[src/rtl/bluetooth_decoder.sv]
// Assembles CR/LF-terminated UART response lines into a 144-bit word and classifies them; done/outputs one cycle after LF.
// No backpressure: a byte can be accepted every cycle. Optional inter-byte timeout under BT_DECODER_TIMEOUT_EN.
module bluetooth_decoder #(
  parameter int MAX_BYTES      = 18,
  parameter int TIMEOUT_CYCLES = 100000
) (
  input  logic                   clk,
  input  logic                   reset,
  input  logic [7:0]             rx_data,
  input  logic                   rx_valid,
  output logic [8*MAX_BYTES-1:0] output_data,
  output logic [4:0]             byte_count,
  output logic [3:0]             response_type,
  output logic                   done,
  output logic                   overflow,
  output logic                   timeout,
  output logic                   busy
);

  typedef enum logic [1:0] {IDLE, COLLECT, DISCARD} state_t;

  state_t state_q, state_d;

  logic [7:0]             buffer [MAX_BYTES];
  logic [4:0]             count;
  logic [8*MAX_BYTES-1:0] line_word;
  logic [3:0]             line_type;
  logic                   is_cr, is_lf, is_pay;
  logic                   to_fire;

  assign is_cr  = rx_valid && (rx_data == 8'h0D);
  assign is_lf  = rx_valid && (rx_data == 8'h0A);
  assign is_pay = rx_valid && !is_cr && !is_lf;

  function automatic logic [3:0] classify(input logic [7:0] b0, input logic [7:0] b1,
                                          input logic [7:0] b2, input logic [4:0] n);
    logic [3:0] r;
    r = 4'hF;
    if (n >= 5'd3 && {b0, b1, b2} == "AOK")      r = 4'd1;
    else if (n >= 5'd3 && {b0, b1, b2} == "ERR") r = 4'd2;
    else if (n >= 5'd3 && {b0, b1, b2} == "CMD") r = 4'd3;
    else if (n >= 5'd3 && {b0, b1, b2} == "END") r = 4'd4;
    else if (n >= 5'd1 && b0 == "%")             r = 4'd5;
    return r;
  endfunction

  // Slots at or beyond count hold stale bytes from older lines; mask them out.
  always_comb begin
    line_word = '0;
    for (int i = 0; i < MAX_BYTES; i++) begin
      if (i < int'(count)) line_word[8*(MAX_BYTES-i)-1 -: 8] = buffer[i];
    end
  end

  assign line_type = classify(buffer[0], buffer[1], buffer[2], count);

`ifdef BT_DECODER_TIMEOUT_EN
  localparam int TW = $clog2(TIMEOUT_CYCLES + 1);
  logic [TW-1:0] to_cnt;

  assign to_fire = (state_q != IDLE) && !rx_valid && (to_cnt == TW'(TIMEOUT_CYCLES - 1));

  always_ff @(posedge clk or negedge reset) begin
    if (!reset)                                   to_cnt <= '0;
    else if (state_q == IDLE || rx_valid || to_fire) to_cnt <= '0;
    else                                          to_cnt <= to_cnt + 1'b1;
  end
`else
  logic unused_timeout_cfg;
  assign unused_timeout_cfg = ^TIMEOUT_CYCLES;
  assign to_fire = 1'b0;
`endif

  // State register
  always_ff @(posedge clk or negedge reset) begin
    if (!reset) state_q <= IDLE;
    else        state_q <= state_d;
  end

  // Next-state logic
  always_comb begin
    state_d = state_q;
    case (state_q)
      IDLE:    if (is_pay) state_d = COLLECT;
      COLLECT: begin
        if (is_lf)                                    state_d = IDLE;
        else if (is_pay && count == 5'(MAX_BYTES))    state_d = DISCARD;
        else if (to_fire)                             state_d = IDLE;
      end
      DISCARD: if (is_lf || to_fire) state_d = IDLE;
      default: state_d = IDLE;
    endcase
  end

  // Output logic
  always_comb begin
    busy = (state_q != IDLE);
  end

  always_ff @(posedge clk or negedge reset) begin
    if (!reset) begin
      for (int i = 0; i < MAX_BYTES; i++) buffer[i] <= '0;
      count         <= '0;
      output_data   <= '0;
      byte_count    <= '0;
      response_type <= '0;
      done          <= 1'b0;
      overflow      <= 1'b0;
      timeout       <= 1'b0;
    end else begin
      done <= 1'b0;
      if (to_fire) begin
        timeout <= 1'b1;
        count   <= '0;
      end
      case (state_q)
        IDLE: begin
          if (is_pay) begin
            buffer[0] <= rx_data;
            count     <= 5'd1;
          end
        end
        COLLECT: begin
          if (is_lf) begin
            output_data   <= line_word;
            byte_count    <= count;
            response_type <= line_type;
            overflow      <= 1'b0;
            timeout       <= 1'b0;
            done          <= 1'b1;
            count         <= '0;
          end else if (is_pay) begin
            if (count < 5'(MAX_BYTES)) begin
              buffer[count] <= rx_data;
              count         <= count + 5'd1;
            end else begin
              overflow <= 1'b1;
            end
          end
        end
        default: ;
      endcase
    end
  end

endmodule
[config.mk]
export PLATFORM = sky130hd
export DESIGN_NAME = bluetooth_decoder
export DESIGN_NICKNAME = d
export VERILOG_FILES = /design/src/rtl/bluetooth_decoder.sv
export SDC_FILE = /design/constraint.sdc
export NUM_CORES = 1
export LEC_CHECK = 0
export ABC_AREA = 1
export CAP_MARGIN = 0
export CORE_MARGIN = 4
export CORE_UTILIZATION = 50
export DETAILED_ROUTE_END_ITERATION = 10
export PLACE_DENSITY_LB_ADDON = 0.05
export SYNTH_ARGS = -nofsm -noshare
export SYNTH_HDL_FRONTEND = slang
export SYNTH_SLANG_ARGS = --single-unit
export TNS_END_PERCENT = 30
[constraint.sdc]
create_clock -name clk -period 1.62 [get_ports clk]
set_input_delay 0.486 -clock clk [delete_from_list [all_inputs] [get_ports clk]]
set_output_delay 0.486 -clock clk [all_outputs]
set_load 0.05 [all_outputs]
==> results of run 1 <==
## layout make-up
cell class	instances	area [um2]	share of cell area (%)
Antenna cell	2	5.005	0.02539
Clock buffer	40	869.6	4.411
Sequential cell	306	7669	38.90
Timing Repair Buffer	322	4942	25.07
Clock inverter	12	140.1	0.7108
Inverter	59	246.5	1.250
Tap cell	324	405.4	2.056
Multi-Input combinational cell	969	5436	27.58
## through the flow
| stage | power [W] | instance area [um2] | std cells |
|---|---|---|---|
| 2_1_floorplan | 0.01142 | 12600 | 1387 |
| 3_3_place_gp | 0.01334 | 17010 | 1933 |
| 3_5_place_dp | 0.01348 | 17010 | 1933 |
| 4_1_cts | 0.02099 | 18380 | 2003 |
| 5_1_grt | 0.02373 | 19710 | 2033 |
| 6_report | 0.02281 | 19710 | 2034 |
## per-layer routing
| layer | track usage [%] | wire, um | vias to the layer above |
|---|---|---|---|
| met4 | 7.400 | 1238 | 6 |
| met3 | 5.333 | 2499 | 97 |
| li1 | - | - | 5132 |
| met2 | 40.87 | 18680 | 413 |
| met5 | 0 | 44 | - |
| met1 | 36.16 | 16290 | 5509 |
## cells by family after synthesis
logic type,Yosys count,synth area share [%]
other,1,0.02982
AND/OR/NAND/NOR,724,24.19
buffers and inverters,124,4.866
XOR/XNOR,1,0.06966
flip-flops,306,60.90
AO/OA/AOI/OAI,227,9.552
adder cells (fa/ha/maj),4,0.3980
## power by group through the flow
stage / logic (W) / registers [W] / clock network (W)
CTS: 0.00473 / 0.00905 / 0.00721
global placement: 0.00419 / 0.00915 / 0
finish: 0.00649 / 0.00918 / 0.00714
detailed placement: 0.00430 / 0.00918 / 0
floorplan: 0.00230 / 0.00912 / 0
global route: 0.00690 / 0.00926 / 0.00756
## flip-flops by register name, indices dropped and copies added (netlist names)
register       cells
buffer           144
count              5
byte_count         5
output_data      144
overflow           1
state_q            2
done               1
response_type      4
## cell usage after synthesis, drive strengths merged
library cell and instances:
a31oi 3, nor3 1, a21boi 1, nand3 98
a21oi 4, nand2 537, nand4 13, nor2 74
o31ai 13, or2 1, buf 42, clkbuf 23
clkinv 1, xor2 1, o21ai 206, conb 1
dfrtp 306, inv 58, ha 4
## worst max-delay path, cell delays in order (launching register included)
cell,delay [ps]
sky130_fd_sc_hd__dfrtp_2,440
sky130_fd_sc_hd__nor2_4,160
sky130_fd_sc_hd__nand2_4,70
sky130_fd_sc_hd__nand2_4,70
sky130_fd_sc_hd__nand3_4,100
sky130_fd_sc_hd__nor2_8,230
sky130_fd_sc_hd__buf_12,210
sky130_fd_sc_hd__buf_8,130
sky130_fd_sc_hd__nand2_8,80
sky130_fd_sc_hd__nand2_2,80
sky130_fd_sc_hd__o21ai_1,50
## worst max-delay path by stage
stage	endpoint	slack, ps	cells past startpoint
after floorplan	buffer[117]	-90	11
after global placement	output_data[47]	-730	8
after detailed placement	output_data[40]	-790	8
after CTS	busy	-190	3
after global routing	buffer[85]	-250	10
final	buffer[87]	-170	10
## what timing repair did
action / in CTS / in global routing
hold endpoints to repair: 22 / 0
setup buffers: 14 / 17
hold buffers: 1 / 0
setup endpoints to repair: 375 / 367
pin swaps: 11 / 47
gates resized for setup: 58 / 292
gates cloned: 3 / 16
==> flow_summary.ini, run 1 <==
[run_status]
outcome = complete, but fails checks
violations_in_the_final_reports = setup timing

[synthesis]
syn_avg_cell_area_um2 = 9.066
synth_largest_type_area_fraction_pct = 60.90
post_synth_inst_count = 1387
ys_seq_area_share_pct = 60.90
synth.yosys.warnings = 0
synth_top_area_cell = sky130_fd_sc_hd__dfrtp_1
synthesized_cell_area_um2 = 12570
synth_top_cells_by_area = sky130_fd_sc_hd__dfrtp_1, sky130_fd_sc_hd__nand2_1, sky130_fd_sc_hd__o21ai_0
syn-num-nets = 1402
yosys.cell_types.count = 32
yosys_register_bits = 306

[die]
start_util_pct = 51.25
core_um2 = 24530
floorplan.die_area_um2 = 27750
floorplan.rows = 57
fp.dieH_um = 166.6
io-pin-count = 168
chipWidth_um = 166.6

[sta]
tns_ps = -15400
drv_slew = 0
fin_crit_sh_pct = 110.3
report.final.hold_viol_count = 0
grt_setup_unrepaired = true
fmaxAchievable_ghz = 0.5597
whs_ps = 379.1
setup-violations-final = 184
clock-skew-final_ps = 10.65
time_the_worst_path_needs_with_i_o_delays_and_setup_ps = 1787
layout_setup_ws_ps = -166.5

[grt]
global_route.usage.total_pct = 25.66
gr-total-overflow = 0
global_route_wire_length_before_repair_um = 58480
number_of_global_route_vias_before_repair = 10750
antenna_found_initial = 5
grt_max_degree = 61

[critical_path]
critPathRequiredTime_ps = 2030
cp_endpoint_kind = flip-flop
cp.arrival_ps = 2200
regToRegEndpoint = buffer[87]
regToRegSetupSlack_ps = -170
timing.critical_path.from_type = flip-flop
worstSetupPathType = flip-flop to flip-flop
worst_r2r_startpoint = count[2]
critical_path.max_fanout = 8
worst-r2r-cell-count = 10
worst_setup_path_startpoint = count[2]

[clocking]
cts_num_sinks = 306
tritoncts_clock_tree = done
clockBufferDepth = 3
clkSlewWorstSetupHoldPaths_ps = 60
clock_tree.root_cell = sky130_fd_sc_hd__clkbuf_16
numCtsBuffers = 31
clk_latency_ps = 550
clock_tree.htree_level_count = 1

[worst_hold_path]
worst_hold_path.endpoint = buffer[143]
worst_hold_startpoint = rx_data[7]
hold_path.class = input port to flip-flop
worstHoldPathCells = 3

[final_layout]
mostFrequentLayoutCell = sky130_fd_sc_hd__nand2_1
synth_to_layout_area_growth_pct = 56.78
fillerInstances = 1459
mostFrequentLayoutCells = sky130_fd_sc_hd__nand2_1, sky130_fd_sc_hd__dfrtp_1, sky130_fd_sc_hd__buf_12
layout-drive-gt1-share_pct = 36.01
final_net_count = 1704
final_core_utilization_pct = 80.36

[job]
max_cap_viol_count = 0

[pwr]
power_dissipated_by_switching_net_loads_w = 0.007478
power_per_standard_cell_area_nw_per_um2 = 1157
power_report.internal_total_w = 0.01533
pwr-share-clk_pct = 31.3
power.share.switching_pct = 32.79
static-leakage-power_nw = 9.141
pwr-share-seq_pct = 40.2
power.combinational.fraction_pct = 28.4
vdd_drop_max_v = 0.0008987

[placed_design]
io_buffers = 166
post_detailed_placement_half_perimeter_wirelength_um = 23120
gpl.final_weighted_congestion = 0.9021
detailedPlace.worstSlack_ps = -788.6

[routing]
first_iter_violations = 850
routed_wire_length_per_instance_um = 19.05
vias_per_cell = 5.485
ant_nets = 0
routed-via-count = 11160
routed_wirelength_um = 38750
dr_pass1_iterations = 7
drc = 0
(Power assumes the default switching activity.)
==> inputs of run 2 (changes only) <==
CAP_MARGIN = 25   (was 0)
CORE_MARGIN = 3   (was 4)
==> flow_summary.ini, run 2 (synthesized netlist as in run 1, its figures left out) <==
[run_status]
outcome = complete, but fails checks
violations_in_the_final_reports = setup timing

[routing]
drc = 0
routed-via-count = 11270
dr_pass1_iterations = 7
routed_wire_length_per_instance_um = 19.18
vias_per_cell = 5.555
ant_nets = 0
routed_wirelength_um = 38890
first_iter_violations = 783

[final_layout]
register_area_um2 = 7667
final_net_count = 1697
layout-drive-gt1-share_pct = 38.29
area_of_combinational_cells_with_multiple_inputs_um2 = 5634
fillerInstances = 1443
largest_registers = buffer x144, output_data x144
layout.cells.non_filler = 2028
synth_to_layout_area_growth_pct = 57.94
mostFrequentLayoutCell = sky130_fd_sc_hd__nand2_1
mostFrequentLayoutCells = sky130_fd_sc_hd__nand2_1, sky130_fd_sc_hd__dfrtp_1, sky130_fd_sc_hd__buf_12

[clocking]
clockBufferDepth = 3
clk_latency_ps = 550
clock_tree.root_cell = sky130_fd_sc_hd__clkbuf_16
tritoncts_clock_tree = done
clkSlewWorstSetupHoldPaths_ps = 60
numCtsBuffers = 31
cts_num_sinks = 306
clock_tree.htree_level_count = 1

[sta]
setup-violations-final = 209
grt_setup_unrepaired = true
fin_crit_sh_pct = 111.4
clock-skew-final_ps = 7.814
fmaxAchievable_ghz = 0.5542
layout_setup_ws_ps = -184.4
drv_slew = 0
time_the_worst_path_needs_with_i_o_delays_and_setup_ps = 1804
report.final.hold_viol_count = 0

[pwr]
pwr-share-seq_pct = 40.2
vdd_drop_max_v = 0.0008398
power.share.switching_pct = 32.87
power_per_standard_cell_area_nw_per_um2 = 1157
pwr-share-clk_pct = 31.6
power.combinational.fraction_pct = 28.2
static-leakage-power_nw = 9.158
power_dissipated_by_switching_net_loads_w = 0.007555
power_report.internal_total_w = 0.01543

[die]
chipWidth_um = 164.6
core_um2 = 24530
floorplan.die_area_um2 = 27090
start_util_pct = 51.25
floorplan.rows = 57
fp.dieH_um = 164.6
io-pin-count = 168

[grt]
global_route.usage.total_pct = 26.17
grt_max_degree = 58
antenna_found_initial = 4
global_route_wire_length_before_repair_um = 56360
number_of_global_route_vias_before_repair = 10600
gr-total-overflow = 0

[critical_path]
setup.worst_path.end = busy
worstSetupPathType = flip-flop to output port
critical_path.max_fanout = 2
critical_path.cell_chain = nor2_2 > inv_2 > buf_12
worst-r2r-cell-count = 10
worst_setup_path_startpoint = state_q[1]
cp_endpoint_kind = output port
worstSetupPathDepth = 3
crit_family = flip-flops
regToRegEndpoint = buffer[117]
regToRegSetupSlack_ps = -170
timing.critical_path.buf_inv = 2
worst_r2r_startpoint = count[1]
timing.critical_path.from_type = flip-flop
crit_path_top_delay_cell = sky130_fd_sc_hd__dfrtp_1
max_stage_delay_ps = 400
critPathRequiredTime_ps = 1130
cp.arrival_ps = 1320

[job]
max_cap_viol_count = 0

[worst_hold_path]
hold_path.class = input port to flip-flop

[placed_design]
post_detailed_placement_half_perimeter_wirelength_um = 22690
detailedPlace.worstSlack_ps = -758.3
placed_cells = 1930
gpl.final_weighted_congestion = 0.8508
io_buffers = 166
run 2: cell count changes in the layout (fill, tap and decap cells not counted), moves of 6 or more:
cell                      before  now
sky130_fd_sc_hd__nand2_1     435  399
sky130_fd_sc_hd__nand2_2      62   88
sky130_fd_sc_hd__nand2_4      30   41
sky130_fd_sc_hd__inv_2        10   17
sky130_fd_sc_hd__buf_4       105   99
sky130_fd_sc_hd__inv_4         7    1
run 2: metrics by stage:
step                total power (W)  setup TNS (ps)  util [%]  cell area (um2)  hold WS [ps]
CTS                         0.02122           -3412     74.80            18350         330.0
global placement            0.01336         -167610     69.18            16970         364.9
global route                0.02386          -28140     80.94            19860         352.3
finish                      0.02299          -13980     80.95            19860         340.7
detailed placement          0.01350         -181360     69.18            16970         369.8
floorplan                   0.01142           -4092         -            12600         190.4
run 2: layout make-up:
| type | instances | share of cell area, % |
|---|---|---|
| flip-flops and latches | 306 | 38.61 |
| multi-input cells | 970 | 28.37 |
| repair buffers | 314 | 24.58 |
| clock buffers | 43 | 4.536 |
| well taps | 324 | 2.041 |
| inverters | 59 | 1.191 |
| clock inverters | 11 | 0.6678 |
| diodes | 1 | 0.01260 |
run 2: worst min path at each step:
stage | cells past startpoint | startpoint | end | slack, ps
after global routing | 3 | rx_data[7] | buffer[143] | 350
after detailed placement | 1 | reset | output_data[49] | 370
after floorplan | 0 | reset | buffer[0] | 190
after global placement | 1 | reset | output_data[49] | 360
final | 3 | rx_data[7] | buffer[143] | 340
after CTS | 3 | rx_data[7] | buffer[143] | 330
run 2: power by group through the flow:
stage,registers (W),clock network (W),logic (W)
2_1_floorplan,0.00912,0,0.00230
3_3_place_gp,0.00914,0,0.00422
3_5_place_dp,0.00917,0,0.00433
4_1_cts,0.00904,0.00731,0.00486
5_1_grt,0.00932,0.00764,0.00690
6_report,0.00923,0.00727,0.00648
run 2: repair_timing:
action,in CTS,in global routing
setup buffers,9,14
gates resized for setup,56,354
endpoints found under the setup margin,303,407
gates cloned,5,16
endpoints found under the hold margin,25,0
hold buffers,1,0
pin swaps,12,60
run 2: routing by layer:
layer  track usage, %  vias to the layer above  wire length, um  part of all wire (%)
met2            41.86                      450            18810                    48
li1                 -                     5116                -                     -
met1            37.32                     5581            16090                    41
met3            4.314                      112             2624                   6.7
met4            7.396                        6             1336                   3.4
met5                0                        -               24                 0.062
run 2: tightest hold or removal path: stages:
cell and delay (ps):
sky130_fd_sc_hd__dlygate4sd2_1 250, sky130_fd_sc_hd__nand3_2 80, sky130_fd_sc_hd__nand2_1 50
